--- src/rtl/peripheral_adder_apb4_slave.sv ---
// APB4 slave around a bit-serial adder: two operand registers, a start/irq-enable
// control register, a status register and a result register that stalls reads while busy.
module peripheral_adder_apb4_slave #(
    parameter int PADDR_WIDTH   = 8,
    parameter int PDATA_WIDTH   = 32,
    parameter int OPERAND_WIDTH = 8
) (
    input  logic                     clk,
    input  logic                     rst,
    input  logic                     psel,
    input  logic                     penable,
    input  logic                     pwrite,
    input  logic [PADDR_WIDTH-1:0]   paddr,
    input  logic [PDATA_WIDTH-1:0]   pwdata,
    input  logic [PDATA_WIDTH/8-1:0] pstrb,
    output logic [PDATA_WIDTH-1:0]   prdata,
    output logic                     pready,
    output logic                     pslverr,
    output logic                     irq
);

    localparam int OW = OPERAND_WIDTH;
    localparam int CW = $clog2(OPERAND_WIDTH) + 1;
    localparam int IW = PADDR_WIDTH - 2;

    localparam logic [IW-1:0] IDX_OP1    = IW'(0);
    localparam logic [IW-1:0] IDX_OP2    = IW'(1);
    localparam logic [IW-1:0] IDX_CTRL   = IW'(2);
    localparam logic [IW-1:0] IDX_STATUS = IW'(3);
    localparam logic [IW-1:0] IDX_RESULT = IW'(4);

    typedef enum logic {
        IDLE = 1'b0,
        RUN  = 1'b1
    } state_t;

    state_t          state_q, state_d;
    logic [OW-1:0]   op1_q, op1_d;
    logic [OW-1:0]   op2_q, op2_d;
    logic [OW-1:0]   sh1_q, sh1_d;
    logic [OW-1:0]   sh2_q, sh2_d;
    logic [OW:0]     result_q, result_d;
    logic [CW-1:0]   cnt_q, cnt_d;
    logic            carry_q, carry_d;
    logic            done_q, done_d;
    logic            irq_en_q, irq_en_d;

    logic [IW-1:0]   widx;
    logic            sel_op1, sel_op2, sel_ctrl, sel_status, sel_result, unmapped;
    logic            busy, access, complete, wr_err, wr_ok, start;
    logic            sum_bit, carry_out;
    logic [OW-1:0]   op_mask;
    logic [OW-1:0]   op_wdata;
    logic            unused_bits;

    // Expand byte-lane strobes to a per-bit mask over the operand width
    generate
        for (genvar gi = 0; gi < OW; gi++) begin : g_op_mask
            assign op_mask[gi] = pstrb[gi/8];
        end
    endgenerate

    assign op_wdata    = pwdata[OW-1:0] & op_mask;
    assign unused_bits = ^{paddr[1:0], pwdata, pstrb};

    assign widx       = paddr[PADDR_WIDTH-1:2];
    assign sel_op1    = (widx == IDX_OP1);
    assign sel_op2    = (widx == IDX_OP2);
    assign sel_ctrl   = (widx == IDX_CTRL);
    assign sel_status = (widx == IDX_STATUS);
    assign sel_result = (widx == IDX_RESULT);
    assign unmapped   = ~(sel_op1 | sel_op2 | sel_ctrl | sel_status | sel_result);

    assign busy     = (state_q == RUN);
    assign access   = psel & penable;
    assign pready   = ~(access & ~pwrite & sel_result & busy);
    assign complete = access & pready;
    assign wr_err   = pwrite & (sel_result | (busy & (sel_op1 | sel_op2 | sel_ctrl)));
    assign pslverr  = complete & (unmapped | wr_err);
    assign wr_ok    = complete & pwrite & ~unmapped & ~wr_err;
    assign start    = wr_ok & sel_ctrl & pstrb[0] & pwdata[0];
    assign irq      = done_q & irq_en_q;

    assign sum_bit   = sh1_q[0] ^ sh2_q[0] ^ carry_q;
    assign carry_out = (sh1_q[0] & sh2_q[0]) | (carry_q & (sh1_q[0] ^ sh2_q[0]));

    always_comb begin
        prdata = '0;
        if (psel && !pwrite) begin
            case (1'b1)
                sel_op1:    prdata = PDATA_WIDTH'(op1_q);
                sel_op2:    prdata = PDATA_WIDTH'(op2_q);
                sel_ctrl:   prdata = PDATA_WIDTH'({irq_en_q, 1'b0});
                sel_status: prdata = PDATA_WIDTH'({carry_q, done_q, busy});
                sel_result: prdata = PDATA_WIDTH'(result_q);
                default:    prdata = '0;
            endcase
        end
    end

    always_comb begin
        state_d  = state_q;
        op1_d    = op1_q;
        op2_d    = op2_q;
        sh1_d    = sh1_q;
        sh2_d    = sh2_q;
        result_d = result_q;
        cnt_d    = cnt_q;
        carry_d  = carry_q;
        done_d   = done_q;
        irq_en_d = irq_en_q;

        if (wr_ok && sel_op1) op1_d = (op1_q & ~op_mask) | op_wdata;
        if (wr_ok && sel_op2) op2_d = (op2_q & ~op_mask) | op_wdata;
        if (wr_ok && sel_ctrl && pstrb[0]) irq_en_d = pwdata[1];
        if (wr_ok && sel_status && pstrb[0] && pwdata[1]) done_d = 1'b0;

        // The done-set below comes after the W1C clear so a same-edge set wins
        case (state_q)
            IDLE: begin
                if (start) begin
                    sh1_d   = op1_q;
                    sh2_d   = op2_q;
                    carry_d = 1'b0;
                    done_d  = 1'b0;
                    cnt_d   = '0;
                    state_d = RUN;
                end
            end
            RUN: begin
                sh1_d    = sh1_q >> 1;
                sh2_d    = sh2_q >> 1;
                carry_d  = carry_out;
                result_d = {carry_out, sum_bit, result_q[OW-1:1]};
                cnt_d    = cnt_q + CW'(1);
                if (cnt_q == CW'(OW - 1)) begin
                    done_d  = 1'b1;
                    state_d = IDLE;
                end
            end
            default: state_d = IDLE;
        endcase
    end

    always_ff @(posedge clk or negedge rst) begin
        if (!rst) begin
            state_q  <= IDLE;
            op1_q    <= '0;
            op2_q    <= '0;
            sh1_q    <= '0;
            sh2_q    <= '0;
            result_q <= '0;
            cnt_q    <= '0;
            carry_q  <= 1'b0;
            done_q   <= 1'b0;
            irq_en_q <= 1'b0;
        end else begin
            state_q  <= state_d;
            op1_q    <= op1_d;
            op2_q    <= op2_d;
            sh1_q    <= sh1_d;
            sh2_q    <= sh2_d;
            result_q <= result_d;
            cnt_q    <= cnt_d;
            carry_q  <= carry_d;
            done_q   <= done_d;
            irq_en_q <= irq_en_d;
        end
    end

endmodule

--- config.mk ---
export PLATFORM = sky130hd
export DESIGN_NAME = peripheral_adder_apb4_slave
export DESIGN_NICKNAME = d
export VERILOG_FILES = /design/src/rtl/peripheral_adder_apb4_slave.sv
export SDC_FILE = /design/constraint.sdc
export NUM_CORES = 1
export LEC_CHECK = 0
export BUFFER_PORTS_ARGS = -buffer_cell sky130_fd_sc_hd__buf_2
export CAP_MARGIN = 20
export CELL_PAD_IN_SITES_DETAIL_PLACEMENT = 2
export CELL_PAD_IN_SITES_GLOBAL_PLACEMENT = 2
export CORE_UTILIZATION = 30
export DETAILED_ROUTE_END_ITERATION = 7
export PLACE_DENSITY_LB_ADDON = 0.05
export SLEW_MARGIN = 20
export SYNTH_ARGS = -nofsm -noshare
export SYNTH_HDL_FRONTEND = slang
export SYNTH_SLANG_ARGS = --single-unit
export TNS_END_PERCENT = 50
--- constraint.sdc ---
create_clock -name clk -period 2.2 [get_ports clk]
set_input_delay 0.11 -clock clk [delete_from_list [all_inputs] [get_ports clk]]
set_output_delay 0.11 -clock clk [all_outputs]
set_load 0.02 [all_outputs]
Yosys cells after proc, flatten, opt, wreduce, memory -nomap -nowiden
Cells that the tools add are included.
- output and inout port bits: 35
- word-level logic and storage cells: 85
- register bits after elaboration: 49
- input bits: 49
- reductions and logical operators: 10
- bitwise logic cells: 37
- multiplexer cells: 21
- add/sub/neg operators: 1
- eq/ne operators: 6
- operator list (kind ; number):
    two-way mux 32 bit ; 5
    one-hot mux 8 bit (2 select lines) ; 2
    AND 8 bit ; 3
    AND 1 bit ; 17
    two-way mux 8 bit ; 2
    OR 8 bit ; 2
    == test 6 x 2 -> 1 bit (second input constant) ; 2
    two-way mux 9 bit ; 1
    logical AND 1 bit ; 8
    inverter 8 bit ; 1
    one-hot mux 4 bit (2 select lines) ; 1
    OR 1 bit ; 7
    == test 6 x 1 -> 1 bit (second input constant) ; 1
    == test 6 x 3 -> 1 bit (second input constant) ; 1
    logical NOT 6 bit ; 1
    two-way mux 1 bit ; 6
    one-hot mux 1 bit (2 select lines) ; 3
    inverter 1 bit ; 5
    adder 4 x 1 -> 4 bit (second input constant) ; 1
    == test 4 x 3 -> 1 bit (second input constant) ; 1
    two-way mux 4 bit ; 1
    != test 2 bit (second input constant) ; 1
    bitwise XOR 1 bit ; 2
    logical NOT 1 bit ; 1

Depth between registers and ports, before layout
Gate-level depths: netlist of the first run.
- depth after elaboration: 15
- gate-level depth with buffers: 6
- mapped depth without buffers: 4

Worst setup path before layout of the first run
No wires, ideal clock.
- kind: input-to-reg
- start: input paddr[4]
- end: register (tool-made name)
- buffers on the path: 2
- slack: 317 ps
- library setup time: 125 ps
- arrival time: 1758 ps
- cell stages on the path: 6
- required time: 2075 ps
- cells stage by stage: or4_1 -> buf_2 -> or2_1 -> buf_2 -> nor3_4 -> mux2_2
- RTL lines (element ; RTL line ; text):
    from (decl) ; 13 ; input logic [PADDR_WIDTH-1:0] paddr,

Final worst setup path of the first run
- start: input paddr[4]
- end: output prdata[3]
- longest elaborated chain between the ends: 7
- elaborated cells between the ends (all ways): 11
- those cells by class: 4 x eq/ne; 6 x mux; 1 x reduce/logical
- RTL lines (element ; RTL line ; text):
    == test 6 x 3 -> 1 bit ; 71 ; assign sel_result = (widx == IDX_RESULT);
    two-way mux 9 bit ; 90 ; case (1'b1)
    two-way mux 32 bit (3 in series) ; 90 ;
    two-way mux 32 bit (*) ; 90 ;
    two-way mux 32 bit (*) ; 89 ; if (psel && !pwrite) begin
    to (decl) ; 16 ; output logic [PDATA_WIDTH-1:0] prdata,
Mark *: on every way between the ends. The rest lies on a longest branch, timed or not.

==> impl_metrics.py, run 1 <==
metrics = {
    "pwr": {
        "peakVddDrop_mv": 0.308,
        "p_clk_frac": 0.327,
        "pwr-share-seq": 0.531,
        "intPower_mw": 1.45,
        "combPwrFrac": 0.142,
        "switchingPower_mw": 0.572,
        "p_per_area_mw_per_mm2": 690,
        "p_leak_nw": 1.39,
        "swShare": 0.283,
    },
    "synth": {
        "ys_warn_count": 0,
        "synth_compound_area_frac": 0.116,
        "syn_area_sq_mm": 0.00253,
        "synth_seq_cells": 49,
        "synthAdderAreaFrac": 0.0128,
        "synth_cells": 253,
        "muxShareOfSynthArea": 0.110,
        "syn_area_per_cell_sq_um": 10.0,
        "synth_xor_area_frac": 0.00691,
        "synth.distinct_cells": 39,
        "synth_top_family_by_area": "simple AND/OR/NAND/NOR gates",
        "ys_seq_area_frac": 0.484,
        "synthSimpleGateAreaFrac": 0.170,
    },
    "worst_setup_path": {
        "rrSetupSlack_ns": 0.63,
        "crit_start": "paddr[4]",
        "regToRegEndpoint": "sh1_q[6]",
        "crit_path_end_kind": "output port",
        "crit_path_end": "prdata[3]",
        "cp.arrival_ns": 1.74,
        "rr_worst_depth": 4,
        "r2r_start": "busy",
        "crit_type": "input port to output port",
        "critPathRequiredTime_ns": 2.09,
        "cp_max_fo": 6,
        "critPathLaunchType": "input port",
    },
    "placed_design": {
        "dpl_cell_area_sq_mm": 0.00280,
        "port-buffer-count": 31,
        "place_congestion": 0.744,
        "place_hpwl_mm": 4.91,
        "dp.cells": 387,
    },
    "sta": {
        "tightest_slew_ns": 0.719,
        "period_needed_ns": 1.85,
        "max_freq_mhz": 540,
        "finalMaxSlewViolations": 0,
        "fin_worst_skew_ns": 0.0158,
        "finalSetupViolations": 0,
        "maxSlewHeadroom": 0.521,
        "fin_crit_sh": 0.841,
        "hold_viol": 0,
        "whs_ns": 0.0379,
        "rsz0062_at_grt": "false",
        "fin_tns_setup_ns": 0,
    },
    "clocking": {
        "clk_pin_slew_worst_paths_ns": 0.11,
        "cts.path.max_buffers": 2,
        "clk_latency_ns": 0.31,
        "cts_root_buf": "clkbuf_8",
        "cts_sinks": 49,
        "cts_max_level": 2,
        "cts_tree": "yes",
        "cts_buffers": 5,
        "cts_setup_buffers": 0,
    },
    "routing": {
        "via_count": 1901,
        "ant_nets": 0,
        "dr.first_iter.drc_count": 90,
        "post_drt_wl_per_cell_microns": 17.0,
        "routed_wl_mm": 6.74,
        "post-route-drc-count": 0,
        "via_per_inst": 4.80,
        "dr.pass1.iters": 3,
    },
    "job": {
        "cap_violations": 0,
    },
    "die": {
        "dieHeight_microns": 93.9,
        "rows": 33,
        "io_pins": 84,
        "initial_utilization": 0.309,
        "core-area_sq_mm": 0.00822,
        "die_w_microns": 93.9,
        "dieArea_sq_mm": 0.00882,
    },
    "global_route": {
        "grt_max_degree": 50,
        "antenna_found_initial": 0,
        "grt_pass1_wl_mm": 10.9,
        "grt_remaining_overflow": 0,
        "grt_pass1_vias": 1968,
        "grt_usage": 0.167,
    },
    "cells_and_area": {
        "instances_no_fill": 396,
        "final_layout_size_suffix_gt1_frac": 0.265,
        "nNetsFinal": 341,
        "syn2layout_area_growth_pct": 15.4,
        "antenna_cells": 0,
        "fin_area_sq_mm": 0.00293,
    },
    "hold_path": {
        "hold_start": "pwdata[2]",
        "min_path_type": "input port to register",
    },
    "status": {
        "outcome": "completed",
    },
}
-- area by class of cell --
| class | instances | area (sq um) |
|---|---|---|
| Clock buffer | 5 | 68.8 |
| Sequential cell | 49 | 1230 |
| Tap cell | 105 | 131 |
| Fill cell | 938 | 5290 |
| Inverter | 7 | 26.3 |
| Clock inverter | 3 | 43.8 |
| Multi-Input combinational cell | 183 | 1150 |
| Timing Repair Buffer | 44 | 280 |
-- worst max-delay path, stage by stage --
cell     delay, ns
buf_2         0.10
or4_1         0.55
buf_4         0.19
nor2_1        0.31
nand2_1       0.09
a21oi_1       0.18
buf_2         0.20
-- through the flow --
step           power (mW)  worst slack [ns]   util
3_3_place_gp         1.37             0.261  0.341
3_5_place_dp         1.38             0.245  0.341
2_1_floorplan        1.29             0.317      -
6_report             2.02             0.350  0.356
5_1_grt              2.14             0.214  0.356
4_1_cts              2.06             0.320  0.356
-- Yosys cell counts --
cell type / number / share of area
dfrtp_1: 49 / 0.48
and2_1: 1 / 0.0025
o21ai_1: 2 / 0.0039
buf_4: 23 / 0.068
nor3_1: 2 / 0.0039
xnor2_1: 1 / 0.0035
buf_1: 2 / 0.0030
xor2_1: 1 / 0.0035
nand2_1: 44 / 0.065
clkbuf_1: 9 / 0.013
fa_1: 1 / 0.0079
nor4_1: 3 / 0.0074
mux2i_1: 2 / 0.0079
or2_1: 1 / 0.0025
nor2b_1: 2 / 0.0049
nor2_1: 11 / 0.016
ha_1: 1 / 0.0049
nor4_2: 1 / 0.0049
nand4_1: 4 / 0.0099
nand2b_1: 4 / 0.0099
o31ai_1: 2 / 0.0059
or4_1: 1 / 0.0030
inv_1: 7 / 0.010
conb_1: 1 / 0.0015
mux2_2: 22 / 0.098
and4b_1: 1 / 0.0039
o31a_1: 1 / 0.0035
and4_1: 2 / 0.0069
nor3_4: 2 / 0.013
a21oi_1: 8 / 0.016
buf_2: 2 / 0.0039
o32ai_1: 1 / 0.0035
a22oi_1: 21 / 0.062
nand3_1: 1 / 0.0020
or2_2: 1 / 0.0025
mux2_1: 1 / 0.0044
and3_1: 1 / 0.0025
nand3b_1: 3 / 0.0089
o21ai_0: 11 / 0.022
-- cell usage in the layout (no fill, tap or decap), drive strengths merged, types with 2 or more instances in the layout --
cell type	netlist	routed
nand2b	4	4
a21oi	8	8
a22oi	21	21
o21ai	13	13
nor2	11	11
nand4	4	4
conb	1	23
nor3	4	4
buf	27	43
nor2b	2	2
clkbuf	9	5
mux2i	2	2
nand3b	3	3
mux2	23	23
and4	2	2
o31ai	2	2
or2	2	2
nand2	44	44
inv	7	8
dfrtp	49	49
nor4	4	4
-- timing repair --
action / in CTS / in global routing
gates resized for setup: 0 / 0
hold endpoints to repair: 49 / 0
hold buffers: 1 / 0
-- worst min-delay path by stage --
stage,end,slack [ns],cells past startpoint
floorplan,asynchronous set/reset pin,-0.19,0
global placement,irq_en_q,0.28,2
detailed placement,irq_en_q,0.28,2
CTS,register,0.03,2
global route,register,0.03,2
finish,register,0.04,2
-- metal layers --
layer / up-vias / share of wire / global-route usage
met2: 33 / 0.48 / 0.273
met5: - / 0 / 0
met3: 5 / 0.026 / 0.0259
li1: 904 / - / -
met1: 959 / 0.48 / 0.225
met4: 0 / 0.012 / 0.0538
-- power groups by stage --
stage / clock network, mW / registers, mW / logic (mW)
final: 0.660 / 1.07 / 0.288
after global placement: 0 / 1.09 / 0.281
after floorplan: 0 / 1.06 / 0.229
after CTS: 0.693 / 1.07 / 0.295
after detailed placement: 0 / 1.09 / 0.291
after global routing: 0.725 / 1.09 / 0.326
-- cell families after synthesis --
family,count (synthesis)
adder cells (fa/ha/maj),2
other,1
flip-flops,49
AND/OR/NAND/NOR,85
multiplexers,25
AO/OA/AOI/OAI,46
XOR/XNOR,2
buffers and inverters,43
No activity file was read; power rests on OpenSTA's default activity.
==> inputs of run 2 (changes only) <==
Clock period 2.2 ns to 1.8 ns, I/O delays scaled along.
==> impl_metrics.py, run 2 (same netlist as run 1, synthesis figures left out) <==
metrics = {
    "status": {
        "outcome": "completed",
    },
    "routing": {
        "routed_wl_mm": 7.01,
        "post_drt_wl_per_cell_microns": 17.3,
        "dr.pass1.iters": 4,
        "via_per_inst": 4.85,
        "dr.first_iter.drc_count": 83,
        "ant_nets": 0,
        "post-route-drc-count": 0,
        "via_count": 1970,
    },
    "clocking": {
        "cts_sinks": 49,
        "cts_max_level": 2,
        "cts_buffers": 5,
        "cts_root_buf": "clkbuf_8",
        "clk_latency_ns": 0.30,
        "cts.path.max_buffers": 2,
        "clk_pin_slew_worst_paths_ns": 0.10,
        "cts_tree": "yes",
    },
    "worst_setup_path": {
        "cp_max_fo": 2,
        "cp.arrival_ns": 1.59,
        "crit_path_end_kind": "output port",
        "critPathLaunchType": "register",
        "crit_type": "register to output port",
        "critPathRequiredTime_ns": 1.71,
    },
    "die": {
        "dieHeight_microns": 93.9,
        "initial_utilization": 0.309,
        "core-area_sq_mm": 0.00822,
        "dieArea_sq_mm": 0.00882,
        "die_w_microns": 93.9,
        "rows": 33,
        "io_pins": 84,
    },
    "pwr": {
        "p_per_area_mw_per_mm2": 814,
        "p_leak_nw": 1.46,
        "peakVddDrop_mv": 0.378,
        "total_power_mw": 2.52,
    },
    "global_route": {
        "grt_pass1_vias": 2177,
        "grt_pass1_wl_mm": 11.6,
        "grt_remaining_overflow": 0,
        "antenna_found_initial": 0,
        "grt_max_degree": 27,
        "grt_usage": 0.174,
    },
    "placed_design": {
        "pre_cts_slack_ns": -0.124,
        "port-buffer-count": 31,
        "place_congestion": 0.733,
        "place_hpwl_mm": 5.16,
        "dpl_cell_area_sq_mm": 0.00293,
    },
    "sta": {
        "fin_crit_sh": 0.933,
        "rsz0062_at_grt": "false",
        "setup_ws_ns": 0.120,
        "max_freq_mhz": 595,
        "finalMaxSlewViolations": 0,
        "fin_worst_skew_ns": 0.00762,
        "whs_ns": 0.0247,
        "hold_viol": 0,
        "period_needed_ns": 1.68,
        "fin_tns_setup_ns": 0,
        "finalSetupViolations": 0,
    },
    "cells_and_area": {
        "layout_common_cells": "49 x dfrtp_1, 44 x nand2_1, 27 x buf_2, 23 x conb_1",
        "mostFrequentLayoutCell": "dfrtp_1",
        "fin_area_sq_mm": 0.00310,
        "nNetsFinal": 351,
        "final_layout_size_suffix_gt1_frac": 0.299,
        "syn2layout_area_growth_pct": 22.3,
        "antenna_cells": 0,
    },
    "job": {
        "cap_violations": 0,
    },
    "hold_path": {
        "min_path_type": "input port to register",
    },
}
## run 2: cell count changes in the layout (fill, tap and decap cells not counted), sizes merged
cell	previous run	this run
buf	43	53
inv	8	6
clkinv	1	0
clkinvlp	0	2
clkbuf	5	6
## run 2: area by class of cell
cell class | instances | area, sq um
inverter | 7 | 30.0
tap | 105 | 131
clock buffer | 6 | 82.6
fill | 924 | 5120
sequential | 49 | 1230
clock inverter | 2 | 37.5
timing repair buffer | 54 | 432
multi-input combinational | 183 | 1160
## run 2: metrics by stage
step,instances,util
2_1_floorplan,275,-
3_3_place_gp,396,0.356
3_5_place_dp,396,0.356
4_1_cts,407,0.376
5_1_grt,406,0.377
6_report,406,0.377
## run 2: worst max-delay path, cell delays in order (launching register included)
cell and delay [ns]:
dfrtp_1 0.41, buf_12 0.12, clkinvlp_4 0.08, o32ai_1 0.29, a22oi_1 0.13, nor2_1 0.11, buf_4 0.14
## run 2: where the power goes
part / leakage (nW) / internal (mW) / switching (mW)
Combinational: 0.746 / 0.163 / 0.218
Clock: 0.0574 / 0.452 / 0.384
Sequential: 0.660 / 1.21 / 0.0949
## run 2: path summary, 6_finish.rpt
path | startpoint | endpoint | slack [ns] | cells past startpoint
hold reg to reg | sh1_q[4] | sh1_q[4] | 0.49 | 2
setup / recovery | busy | prdata[0] | 0.12 | 6
min in group asynchronous | rst | irq_en_q | 0.20 | 2
setup reg to reg | busy | sh1_q[6] | 0.12 | 6
max in group asynchronous | rst | asynchronous set/reset pin | 1.10 | 3
hold / removal | pwdata[2] | register | 0.02 | 2
## run 2: metal layers
metal | vias up | GRT usage | part of all wire
li1 | 935 | - | -
met1 | 992 | 0.230 | 0.47
met4 | 0 | 0.0359 | 0.0054
met3 | 4 | 0.0307 | 0.032
met5 | - | 0 | 0
met2 | 39 | 0.296 | 0.49
## run 2: timing repair
action | CTS | global route
hold endpoints to repair | 36 | 0
buffers inserted | 2 | 0
endpoints found under the setup margin | 1 | 5
hold buffers | 1 | 0
pin swaps | 0 | 2
gates resized for setup | 4 | 6
